==> config.mk <==
export PLATFORM = sky130hd
export DESIGN_NAME = async_fifo_rd_ctrl
export DESIGN_NICKNAME = d
export VERILOG_FILES = /design/src/rtl/async_fifo_rd_ctrl.sv
export SDC_FILE = /design/constraint.sdc
export NUM_CORES = 1
export LEC_CHECK = 0
export ABC_AREA = 1
export CORE_UTILIZATION = 47
export CTS_CLUSTER_DIAMETER = 50
export DETAILED_ROUTE_END_ITERATION = 7
export PLACE_DENSITY = 0.81
export SETUP_SLACK_MARGIN = 0.1
export SLEW_MARGIN = 20
export SYNTH_ARGS = -nofsm -noshare
export SYNTH_HDL_FRONTEND = slang
export SYNTH_SLANG_ARGS = --single-unit
==> constraint.sdc <==
create_clock -name rclk -period 4.6 [get_ports rclk]
set_clock_uncertainty 0.05 [all_clocks]
set_input_delay 0.92 -clock rclk [delete_from_list [all_inputs] [get_ports rclk]]
set_output_delay 0.92 -clock rclk [all_outputs]
set_load 0.01 [all_outputs]
==> src/rtl/async_fifo_rd_ctrl.sv <==
// Async FIFO read-side controller. All flops on the falling edge of rclk to
// match the write-side controller. Binary read counter plus registered Gray
// read pointer, two-flop synchronizer for the incoming write pointer, sticky
// underflow flag.
// Optional level logic: define ASYNC_FIFO_RD_LEVEL_EN to get rlevel and a
// level-based ralmost_empty. Without it, rlevel is 0 and ralmost_empty
// follows rempty.
module async_fifo_rd_ctrl #(
    parameter int DEPTH           = 16,
    parameter int FIFO_ADDR_WIDTH = $clog2(DEPTH),
    parameter int AE_THRESH       = 2
) (
    input  logic                       rclk,
    input  logic                       reset,
    input  logic                       rinc,
    input  logic [FIFO_ADDR_WIDTH:0]   rq2_wptr,
    output logic [FIFO_ADDR_WIDTH-1:0] raddr,
    output logic [FIFO_ADDR_WIDTH:0]   rptr,
    output logic                       rempty,
    output logic                       ralmost_empty,
    output logic                       runderflow,
    output logic [FIFO_ADDR_WIDTH:0]   rlevel
);

    // Elaboration-time parameter sanity.
    if (DEPTH < 4 || (DEPTH & (DEPTH - 1)) != 0) begin : g_bad_depth
        $error("DEPTH must be a power of two >= 4");
    end
    if (AE_THRESH < 0) begin : g_bad_ae
        $error("AE_THRESH must be non-negative");
    end

    logic [FIFO_ADDR_WIDTH:0] r_rbin;
    logic [FIFO_ADDR_WIDTH:0] r_rptr;
    logic [FIFO_ADDR_WIDTH:0] r_sync0;
    logic [FIFO_ADDR_WIDTH:0] r_sync1;
    logic                     r_underflow;

    logic                     w_empty;
    logic                     w_rd_ok;
    logic [FIFO_ADDR_WIDTH:0] w_rbin_next;
    logic [FIFO_ADDR_WIDTH:0] w_rgray_next;

    // Empty compares the registered Gray pointer against the synchronized one,
    // so a write-pointer change shows up on the second falling edge.
    assign w_empty      = (r_rptr == r_sync1);
    assign w_rd_ok      = rinc & ~w_empty;
    assign w_rbin_next  = r_rbin + {{FIFO_ADDR_WIDTH{1'b0}}, w_rd_ok};
    assign w_rgray_next = (w_rbin_next >> 1) ^ w_rbin_next;

    // Read counter and Gray pointer advance together; rptr is a flop so the
    // write domain never sees a glitching multi-bit transition.
    always_ff @(negedge rclk) begin
        if (reset) begin
            r_rbin <= '0;
            r_rptr <= '0;
        end else begin
            r_rbin <= w_rbin_next;
            r_rptr <= w_rgray_next;
        end
    end

    // Two-stage synchronizer for the write-domain Gray pointer.
    always_ff @(negedge rclk) begin
        if (reset) begin
            r_sync0 <= '0;
            r_sync1 <= '0;
        end else begin
            r_sync0 <= rq2_wptr;
            r_sync1 <= r_sync0;
        end
    end

    // Sticky underflow: any read attempt while empty, cleared only by reset.
    always_ff @(negedge rclk) begin
        if (reset)
            r_underflow <= 1'b0;
        else if (rinc && w_empty)
            r_underflow <= 1'b1;
    end

    assign raddr      = r_rbin[FIFO_ADDR_WIDTH-1:0];
    assign rptr       = r_rptr;
    assign rempty     = w_empty;
    assign runderflow = r_underflow;

`ifdef ASYNC_FIFO_RD_LEVEL_EN
    localparam logic [FIFO_ADDR_WIDTH:0] LP_AE = (FIFO_ADDR_WIDTH + 1)'(AE_THRESH);

    logic [FIFO_ADDR_WIDTH:0] w_wbin;

    // Gray-to-binary of the synchronized write pointer: bit i is the XOR of
    // all Gray bits at or above i.
    always_comb begin
        w_wbin = '0;
        for (int i = 0; i <= FIFO_ADDR_WIDTH; i++)
            w_wbin[i] = ^(r_sync1 >> i);
    end

    // Modular difference gives occupancy 0..DEPTH thanks to the extra wrap bit.
    assign rlevel        = w_wbin - r_rbin;
    assign ralmost_empty = (rlevel <= LP_AE);
`else
    assign rlevel        = '0;
    assign ralmost_empty = w_empty;
`endif

endmodule

==> results.sh, run 1 <==
export IMPL_status="finished with violations"
export IMPL_violations="design-rule violations"
export IMPL_cts_root_buf="clkbuf_4"
export IMPL_r2r_start="rptr[1]$_SDFF_NP0_"
export IMPL_antenna_cells=0
export IMPL_worstSetupPathType="reg2out"
export IMPL_ant_nets=0
export IMPL_cts_buffers=3
export IMPL_yosys_register_bits=20
export IMPL_area_sequential_um2=408
export IMPL_place_inst=143
export IMPL_fillers=117
export IMPL_cpLargestDelayFamily="simple AND/OR/NAND/NOR gates"
export IMPL_synth_cells=105
export IMPL_final_cells=170
export IMPL_multi_input_comb_area_um2=300
export IMPL_wl_per_cell_um=9.50
export IMPL_hp_class="reg2reg"
export IMPL_clk_path_buf_depth=2
export IMPL_yosysTopAreaCell="dfxtp_1"
export IMPL_cts_num_sinks=20
export IMPL_end_kind="output pin"
export IMPL_regToRegEndpoint="rptr[2]$_SDFF_NP0_"
export IMPL_r2r_slack_ns=2.50
export IMPL_portBuffers=19
export IMPL_grt_pass1_wl_um=2480
export IMPL_drc=3
export IMPL_rr_worst_depth=11
export IMPL_crit_chain="nor2_2 -> nor2_2 -> nor2_2 -> and3_4 -> buf_6"
export IMPL_via_per_inst=4.35
export IMPL_pin_count=25
export IMPL_dp_hpwl_um=1010
export IMPL_h_tree_depth=1
export IMPL_ys_seq_area_frac=0.497
export IMPL_nets=165
export IMPL_worstSkewPairLatency_ns=0.37
export IMPL_grt_start_max_net_pins=12
export IMPL_cap_violations=0
export IMPL_syn_area_um2=806
export IMPL_start_util=0.517
export IMPL_holdPathStages=2
export IMPL_drt_iter0_drc=14
export IMPL_wl_um=1620
export IMPL_cts_tree="built"
export IMPL_critical_path_arrival_ns=3.62
export IMPL_vias=739
export IMPL_p_leak_nw=0.707
export IMPL_p_per_area_nw_per_um2=374
export IMPL_vdd_ir_drop_max_uv=314
export IMPL_grtUsageTotal=0.188
export IMPL_fin_util=0.766
export IMPL_num_rows=14
export IMPL_drive_gt1_frac=0.214
export IMPL_crit_slowest_cell="dfxtp_2"
export IMPL_synthTopCellsByArea="dfxtp_1 50%, inv_1 12%, nor2_1 11%"
export IMPL_synth_top_area_frac=0.497
export IMPL_hold_violations=0
export IMPL_die_area_um2=1880
export IMPL_area_growth_pct=48.1
export IMPL_core_area_um2=1560
export IMPL_die_y_um=43.4
export IMPL_first_pass_iters=8
export IMPL_antenna_found_initial=0
export IMPL_cp_max_fo=3
export IMPL_overflow=0
export IMPL_clkTransAtPathRegs_ns=0.04
export IMPL_crit_required_ns=3.63
export IMPL_syn_avg_cell_area_um2=7.67
export IMPL_setup_tns_ns=0
export IMPL_grt_pass1_vias=681
export IMPL_die_w_um=43.4
export IMPL_ys_warn_count=0
export IMPL_whs_endpoint="r_sync1[1]$_SDFF_NP0_"
export IMPL_hp_start="r_sync0[1]$_SDFF_NP0_"
export IMPL_final_setup_viol_count=0
export IMPL_max_stage_delay_ns=0.32
export IMPL_worst_slack_ns=0.00641
export IMPL_cp_common_cell="nor2_2"
export IMPL_cts_hold_buf=0
export IMPL_rsz0062_at_grt="true"
export IMPL_cp_start_kind="register"
export IMPL_ys_types=17
export IMPL_gp_congestion=0.775
export IMPL_pre_cts_slack_ns=-0.290
export IMPL_crit_buf_inv=1
export IMPL_slew_violations=0
## layout by cell type (no fill, tap or decap)
cell and instances:
nand2_1 10, ha_2 1, and3_4 1, dfxtp_1 14, xor2_2 1, nor2_1 18, nand3_1 3, a21oi_1 4
nand4_1 1, inv_2 1, dfxtp_2 6, clkbuf_4 3, nor2_2 5, o21ai_0 1, conb_1 5, xor2_1 1
clkinvlp_2 1, buf_6 2, o21ai_1 1, dlymetal6s2s_1 2, inv_1 44, buf_4 11, clkdlybuf4s50_1 6, ha_4 1
xnor2_1 2, dlygate4sd2_1 9
## layer usage
layer  GRT usage  vias to the layer above  part of all wire
li1            -                      388                 -
met1       0.178                      324              0.38
met2       0.297                       23              0.54
met3      0.0792                        4             0.048
met4       0.188                        0             0.034
met5           0                        -                 0
## Yosys cell counts
cell type  count
buf_2          2
and3_1         1
nand3_1        3
xnor2_1        2
conb_1         1
dfxtp_1       20
xor2_2         1
xor2_1         1
o21ai_0        1
buf_4          6
o21ai_1        1
ha_1           2
nand4_1        1
inv_1         26
a21oi_1        4
nand2_1       10
nor2_1        23
## state kept, by name, summed over array words and instances (netlist names)
name,flops
r_rbin,5
r_sync1,5
rptr,4
r_sync0,5
runderflow,1
## repair_timing
item | 4_1_cts | 5_1_grt
setup buffers | 2 | 2
endpoints found under the setup margin | 14 | 7
pin swaps | 7 | 8
gates resized for setup | 24 | 13
## worst register-to-register path, cell delays in order, from the launching register on
cell     delay, ns
dfxtp_2       0.32
nor2_2        0.12
nor2_2        0.06
nor2_2        0.13
and3_4        0.22
buf_4         0.11
nor2_2        0.03
ha_2          0.18
ha_4          0.17
xnor2_1       0.35
o21ai_1       0.12
a21oi_1       0.16
## worst max-delay path by stage
stage	startpoint	to	slack (ns)	cells after the start
2_1_floorplan	rinc	rptr[3]$_SDFF_NP0_	0.32	10
3_3_place_gp	rinc	rptr[2]$_SDFF_NP0_	-0.24	8
3_5_place_dp	rinc	rptr[3]$_SDFF_NP0_	-0.29	11
4_1_cts	rptr[0]$_SDFF_NP0_	rempty	0.01	5
5_1_grt	rptr[3]$_SDFF_NP0_	ralmost_empty	-0.09	6
6_report	rptr[1]$_SDFF_NP0_	ralmost_empty	0.006	5
## stage by stage
step	power, W	hold slack, ns	cell area [um2]
after CTS	0.000434	0.348	1140
final	0.000446	0.336	1190
after global placement	0.000305	0.341	1030
after global routing	0.000487	0.357	1190
after detailed placement	0.000308	0.346	1030
after floorplan	0.000267	0.338	821
## cells by family (layout without fill, tap and decap cells)
group           after synthesis  count (layout)  synth area share
compound gates                6               6            0.0373
xor+xnor                      4               4            0.0528
simple gates                 38              38             0.188
fa+ha+maj                     2               2            0.0311
other cells                   1               5           0.00465
flops                        20              20             0.497
buf+inv                      34              79             0.189
## power breakdown
part / internal (W) / switching, W
combinational: 0.0000566 / 0.0000440
sequential: 0.000188 / 0.00000699
clock: 0.0000544 / 0.0000963
total: 0.000299 / 0.000147
## cell type report
class	count	share of cell area
inverters	25	0.0786
clock buffers	3	0.0189
well taps	16	0.0168
clock inverters	21	0.0671
repair buffers	30	0.225
flip-flops and latches	20	0.342
multi-input cells	55	0.252
Note: power is estimated with default switching activity, not from simulation.
==> inputs of run 2 (changes only) <==
--- a/config.mk
+++ b/config.mk
@@ -6,10 +6,12 @@
 export NUM_CORES = 1
 export LEC_CHECK = 0
 export ABC_AREA = 1
-export CORE_UTILIZATION = 47
+export CELL_PAD_IN_SITES_DETAIL_PLACEMENT = 1
+export CELL_PAD_IN_SITES_GLOBAL_PLACEMENT = 2
+export CORE_UTILIZATION = 26
 export CTS_CLUSTER_DIAMETER = 50
 export DETAILED_ROUTE_END_ITERATION = 7
-export PLACE_DENSITY = 0.81
+export PLACE_DENSITY = 0.8
 export SETUP_SLACK_MARGIN = 0.1
 export SLEW_MARGIN = 20
 export SYNTH_ARGS = -nofsm -noshare
==> results.sh, run 2 (same netlist as run 1, synthesis figures left out) <==
export IMPL_rr_worst_depth=17
export IMPL_cts_root_buf="clkbuf_4"
export IMPL_gp_congestion=0.785
export IMPL_ant_nets=0
export IMPL_worst_slack_ns=0.0170
export IMPL_cp_start_kind="register"
export IMPL_critical_path_arrival_ns=3.61
export IMPL_top_regs="r_rbin: 5 flops, r_sync0: 5 flops, r_sync1: 5 flops"
export IMPL_cpLargestDelayFamily="simple AND/OR/NAND/NOR gates"
export IMPL_h_tree_depth=1
export IMPL_clk_path_buf_depth=2
export IMPL_worstSetupPathType="reg2out"
export IMPL_drt_iter0_drc=11
export IMPL_start_util=0.282
export IMPL_cts_num_sinks=20
export IMPL_most_common_layout_cells="43 x inv_1, 21 x nor2_1, 15 x dfxtp_1, 11 x dlygate4sd2_1, 10 x buf_4"
export IMPL_grt_pass1_vias=784
export IMPL_antenna_found_initial=0
export IMPL_postLayoutCellArea_um2=1200
export IMPL_whs_endpoint="r_sync1[2]$_SDFF_NP0_"
export IMPL_crit_chain="inv_1 -> nand2_1 -> nand2_1 -> nor2_4 -> and3_4 -> buf_6"
export IMPL_cp_common_cell="nand2_1"
export IMPL_crit_slowest_cell="dfxtp_1"
export IMPL_max_stage_delay_ns=0.34
export IMPL_via_per_inst=4.11
export IMPL_holdPathStages=2
export IMPL_end_kind="output pin"
export IMPL_r2r_start="rptr[0]$_SDFF_NP0_"
export IMPL_regToRegEndpoint="rptr[3]$_SDFF_NP0_"
export IMPL_slew_violations=0
export IMPL_fin_util=0.421
export IMPL_p_leak_nw=0.691
export IMPL_die_w_um=57.7
export IMPL_clkTransAtPathRegs_ns=0.05
export IMPL_violations="design-rule violations"
export IMPL_wl_per_cell_um=9.72
export IMPL_p_per_area_nw_per_um2=376
export IMPL_placed_cell_area_um2=1050
export IMPL_worstSkewPairLatency_ns=0.38
export IMPL_total_power_w=0.000453
export IMPL_status="finished with violations"
export IMPL_hp_class="reg2reg"
export IMPL_first_pass_iters=6
export IMPL_rsz0062_at_grt="true"
export IMPL_hp_start="r_sync0[2]$_SDFF_NP0_"
export IMPL_dp_hpwl_um=1320
export IMPL_crit_required_ns=3.63
export IMPL_die_area_um2=3330
export IMPL_vias=756
export IMPL_crit_buf_inv=2
export IMPL_nets=164
export IMPL_timing_hold_ws_ns=0.337
export IMPL_grtUsageTotal=0.124
export IMPL_r2r_slack_ns=2.31
export IMPL_hold_violations=0
export IMPL_die_y_um=57.7
export IMPL_pre_cts_slack_ns=-0.336
export IMPL_area_growth_pct=49.2
export IMPL_grt_pass1_wl_um=3090
export IMPL_layout_commonest_cell="inv_1"
export IMPL_pin_count=25
export IMPL_fillers=371
export IMPL_antenna_cells=0
export IMPL_cts_tree="built"
export IMPL_drive_gt1_frac=0.209
export IMPL_overflow=0
export IMPL_drc=3
export IMPL_grt_start_max_net_pins=13
export IMPL_portBuffers=19
export IMPL_cap_violations=0
export IMPL_cp_max_fo=3
export IMPL_final_setup_viol_count=0
export IMPL_num_rows=19
export IMPL_wl_um=1790
export IMPL_vdd_ir_drop_max_uv=176
export IMPL_cts_buffers=3
export IMPL_core_area_um2=2850
==> run 2: cell count changes in the layout (fill, tap and decap cells not counted), sizes merged <==
cell | before | now
dlygate4sd2 | 9 | 11
dlymetal6s2s | 2 | 0
inv | 45 | 46
clkinvlp | 1 | 0
buf | 13 | 12
==> run 2: layout make-up <==
class / instances / area (um2) / share of cell area
clock inverters: 21 / 81.3 / 0.0676
flip-flops and latches: 20 / 407 / 0.338
inverters: 25 / 93.8 / 0.0780
repair buffers: 29 / 254 / 0.211
well taps: 31 / 38.8 / 0.0323
multi-input cells: 55 / 305 / 0.254
clock buffers: 3 / 22.5 / 0.0187
==> run 2: worst max path at each step <==
stage | from | endpoint | slack, ns | cells after the start
3_3_place_gp | rinc | rptr[2]$_SDFF_NP0_ | -0.27 | 8
5_1_grt | rptr[1]$_SDFF_NP0_ | ralmost_empty | -0.08 | 5
3_5_place_dp | rinc | rptr[3]$_SDFF_NP0_ | -0.34 | 11
2_1_floorplan | rinc | rptr[3]$_SDFF_NP0_ | 0.32 | 10
6_report | rptr[3]$_SDFF_NP0_ | rempty | 0.02 | 6
4_1_cts | rptr[0]$_SDFF_NP0_ | rempty | -0.05 | 6
==> run 2: stage by stage <==
step | std cells | TNS [ns]
floorplan | 109 | 0
global placement | 158 | -1.27
detailed placement | 158 | -1.64
CTS | 183 | -0.107
global route | 184 | -0.162
finish | 184 | 0
==> run 2: routing by layer <==
layer,wire length [um],share of wire,global-route usage
met1,724,0.40,0.122
met2,943,0.53,0.204
met3,112,0.063,0.0714
met4,8,0.0045,0.0748
met5,0,0,0
==> run 2: repair_timing <==
action | CTS | global route
pin swaps | 5 | 4
buffers inserted | 2 | 1
setup endpoints to repair | 14 | 2
hold buffers | 0 | 0
gates resized for setup | 26 | 12
hold endpoints to repair | 0 | 0
==> run 2: power by group <==
group | switching, W | internal, W | total (W)
sequential | 0.00000721 | 0.000188 | 0.000195
combinational | 0.0000432 | 0.0000569 | 0.000100
clock | 0.000102 | 0.0000561 | 0.000158
total | 0.000152 | 0.000301 | 0.000453
==> run 2: worst reg2reg max path: stages (launching register included) <==
cell and delay [ns]:
dfxtp_2 0.32, nand2_1 0.06, inv_1 0.04, nor2_1 0.11, nor2_2 0.06, and3_4 0.16, buf_4 0.13, buf_4 0.12
buf_4 0.12, nor2_1 0.10, ha_2 0.21, ha_4 0.14, nand3_1 0.09, xor2_1 0.23, inv_1 0.09, nand2_1 0.07
nand3_1 0.09, inv_1 0.07
==> inputs of run 3 (changes only) <==
--- a/config.mk
+++ b/config.mk
@@ -12,7 +12,7 @@
 export CTS_CLUSTER_DIAMETER = 50
 export DETAILED_ROUTE_END_ITERATION = 7
 export PLACE_DENSITY = 0.8
-export SETUP_SLACK_MARGIN = 0.1
+export SETUP_SLACK_MARGIN = 0.5
 export SLEW_MARGIN = 20
 export SYNTH_ARGS = -nofsm -noshare
 export SYNTH_HDL_FRONTEND = slang
==> results.sh, run 3 (same netlist as run 1, synthesis figures left out) <==
export IMPL_slew_violations=0
export IMPL_p_leak_nw=0.702
export IMPL_cts_buffers=3
export IMPL_grt_pass1_vias=810
export IMPL_rsz0062_at_grt="true"
export IMPL_met3_length_um=82
export IMPL_drt_iter0_drc=5
export IMPL_end_kind="output pin"
export IMPL_total_power_w=0.000480
export IMPL_holdPathStages=2
export IMPL_gp_congestion=0.706
export IMPL_p_per_area_nw_per_um2=367
export IMPL_cts_num_sinks=20
export IMPL_start_util=0.282
export IMPL_status="finished with violations"
export IMPL_top_regs="r_rbin: 5 flops, r_sync0: 5 flops, r_sync1: 5 flops"
export IMPL_drive_gt1_frac=0.358
export IMPL_dr_wl_met2_um=1100
export IMPL_grt_start_max_net_pins=12
export IMPL_rr_worst_depth=15
export IMPL_cts_root_buf="clkbuf_4"
export IMPL_hold_violations=0
export IMPL_drc=3
export IMPL_cp_start_kind="register"
export IMPL_worstSkewPairLatency_ns=0.39
export IMPL_core_area_um2=2850
export IMPL_regToRegEndpoint="rptr[3]$_SDFF_NP0_"
export IMPL_first_pass_iters=6
export IMPL_die_w_um=57.7
export IMPL_grtUsageTotal=0.129
export IMPL_overflow=0
export IMPL_vdd_ir_drop_max_uv=125
export IMPL_top_layer_used="met4"
export IMPL_worstSetupPathType="reg2out"
export IMPL_pin_count=25
export IMPL_hp_start="r_sync0[1]$_SDFF_NP0_"
export IMPL_vias=782
export IMPL_fillers=350
export IMPL_r2r_start="rptr[1]$_SDFF_NP0_"
export IMPL_antenna_cells=0
export IMPL_h_tree_depth=1
export IMPL_die_y_um=57.7
export IMPL_cts_tree="built"
export IMPL_nets=170
export IMPL_via_per_inst=4.12
export IMPL_area_sequential_um2=423
export IMPL_wl_per_cell_um=10.5
export IMPL_dp_hpwl_um=1290
export IMPL_die_area_um2=3330
export IMPL_crit_required_ns=3.63
export IMPL_violations="design-rule violations"
export IMPL_layout_commonest_cell="inv_1"
export IMPL_portBuffers=19
export IMPL_hp_class="reg2reg"
export IMPL_grt_pass1_wl_um=3200
export IMPL_critical_path_arrival_ns=3.62
export IMPL_r2r_slack_ns=2.63
export IMPL_cp_max_fo=3
export IMPL_cap_violations=0
export IMPL_most_common_layout_cells="44 x inv_1, 19 x nor2_1, 16 x buf_4, 11 x buf_6, 10 x nand2_1"
export IMPL_whs_endpoint="r_sync1[1]$_SDFF_NP0_"
export IMPL_clkTransAtPathRegs_ns=0.06
export IMPL_area_growth_pct=62.6
export IMPL_fin_util=0.459
export IMPL_clk_path_buf_depth=2
export IMPL_m1WireLength_um=786
export IMPL_ant_nets=0
export IMPL_num_rows=19
export IMPL_antenna_found_initial=0
export IMPL_multi_input_comb_area_um2=330
export IMPL_final_setup_viol_count=0
export IMPL_wl_um=1990
export IMPL_cts_hold_buf=0
-- run 3: power by group --
| group | internal, W | switching (W) |
|---|---|---|
| clock network | 0.0000544 | 0.000105 |
| registers | 0.000187 | 0.00000801 |
| logic | 0.0000743 | 0.0000513 |
| total | 0.000316 | 0.000165 |
-- run 3: worst max-delay path, stage by stage, from the launching register on --
cell and delay (ns):
dfxtp_2 0.34, nand2_1 0.05, inv_1 0.05, nor2_1 0.04, nor2_2 0.14, and3_4 0.22, buf_6 0.10
-- run 3: timing repair --
item	in CTS	in global routing
pin swaps	2	4
setup buffers	6	2
setup endpoints to repair	20	13
resized for setup	74	6
-- run 3: how the worst max path moves through the flow --
stage / startpoint / endpoint / slack, ns / cells after the start
final: rptr[0]$_SDFF_NP0_ / ralmost_empty / 0.009 / 6
after global routing: rptr[0]$_SDFF_NP0_ / rempty / -0.08 / 6
after CTS: rptr[1]$_SDFF_NP0_ / ralmost_empty / -0.03 / 5
after detailed placement: rinc / rptr[3]$_SDFF_NP0_ / -0.28 / 11
after global placement: rinc / rptr[3]$_SDFF_NP0_ / -0.25 / 11
after floorplan: rptr[0]$_SDFF_NP0_ / rempty / 0.41 / 6
-- run 3: metrics by stage --
stage | setup slack [ns] | std cells | setup TNS, ns | hold WS [ns] | cell area [um2]
2_1_floorplan | 0.410 | 109 | 0 | 0.338 | 880
3_3_place_gp | -0.254 | 159 | -1.38 | 0.343 | 1110
3_5_place_dp | -0.276 | 159 | -1.84 | 0.352 | 1110
4_1_cts | -0.0253 | 188 | -0.0501 | 0.357 | 1280
5_1_grt | -0.0802 | 190 | -0.160 | 0.366 | 1310
6_report | 0.00942 | 190 | 0 | 0.335 | 1310
-- run 3: layer usage --
layer | vias to the layer above | GRT usage
met4 | 0 | 0.0646
li1 | 397 | -
met3 | 5 | 0.0737
met5 | - | 0
met1 | 360 | 0.126
met2 | 20 | 0.221
-- run 3: final cells by class --
type,instances,share of cell area
timing repair buffer,35,0.240
clock buffer,3,0.0172
tap,31,0.0296
multi-input combinational,55,0.252
inverter,25,0.0774
sequential,20,0.323
clock inverter,21,0.0611
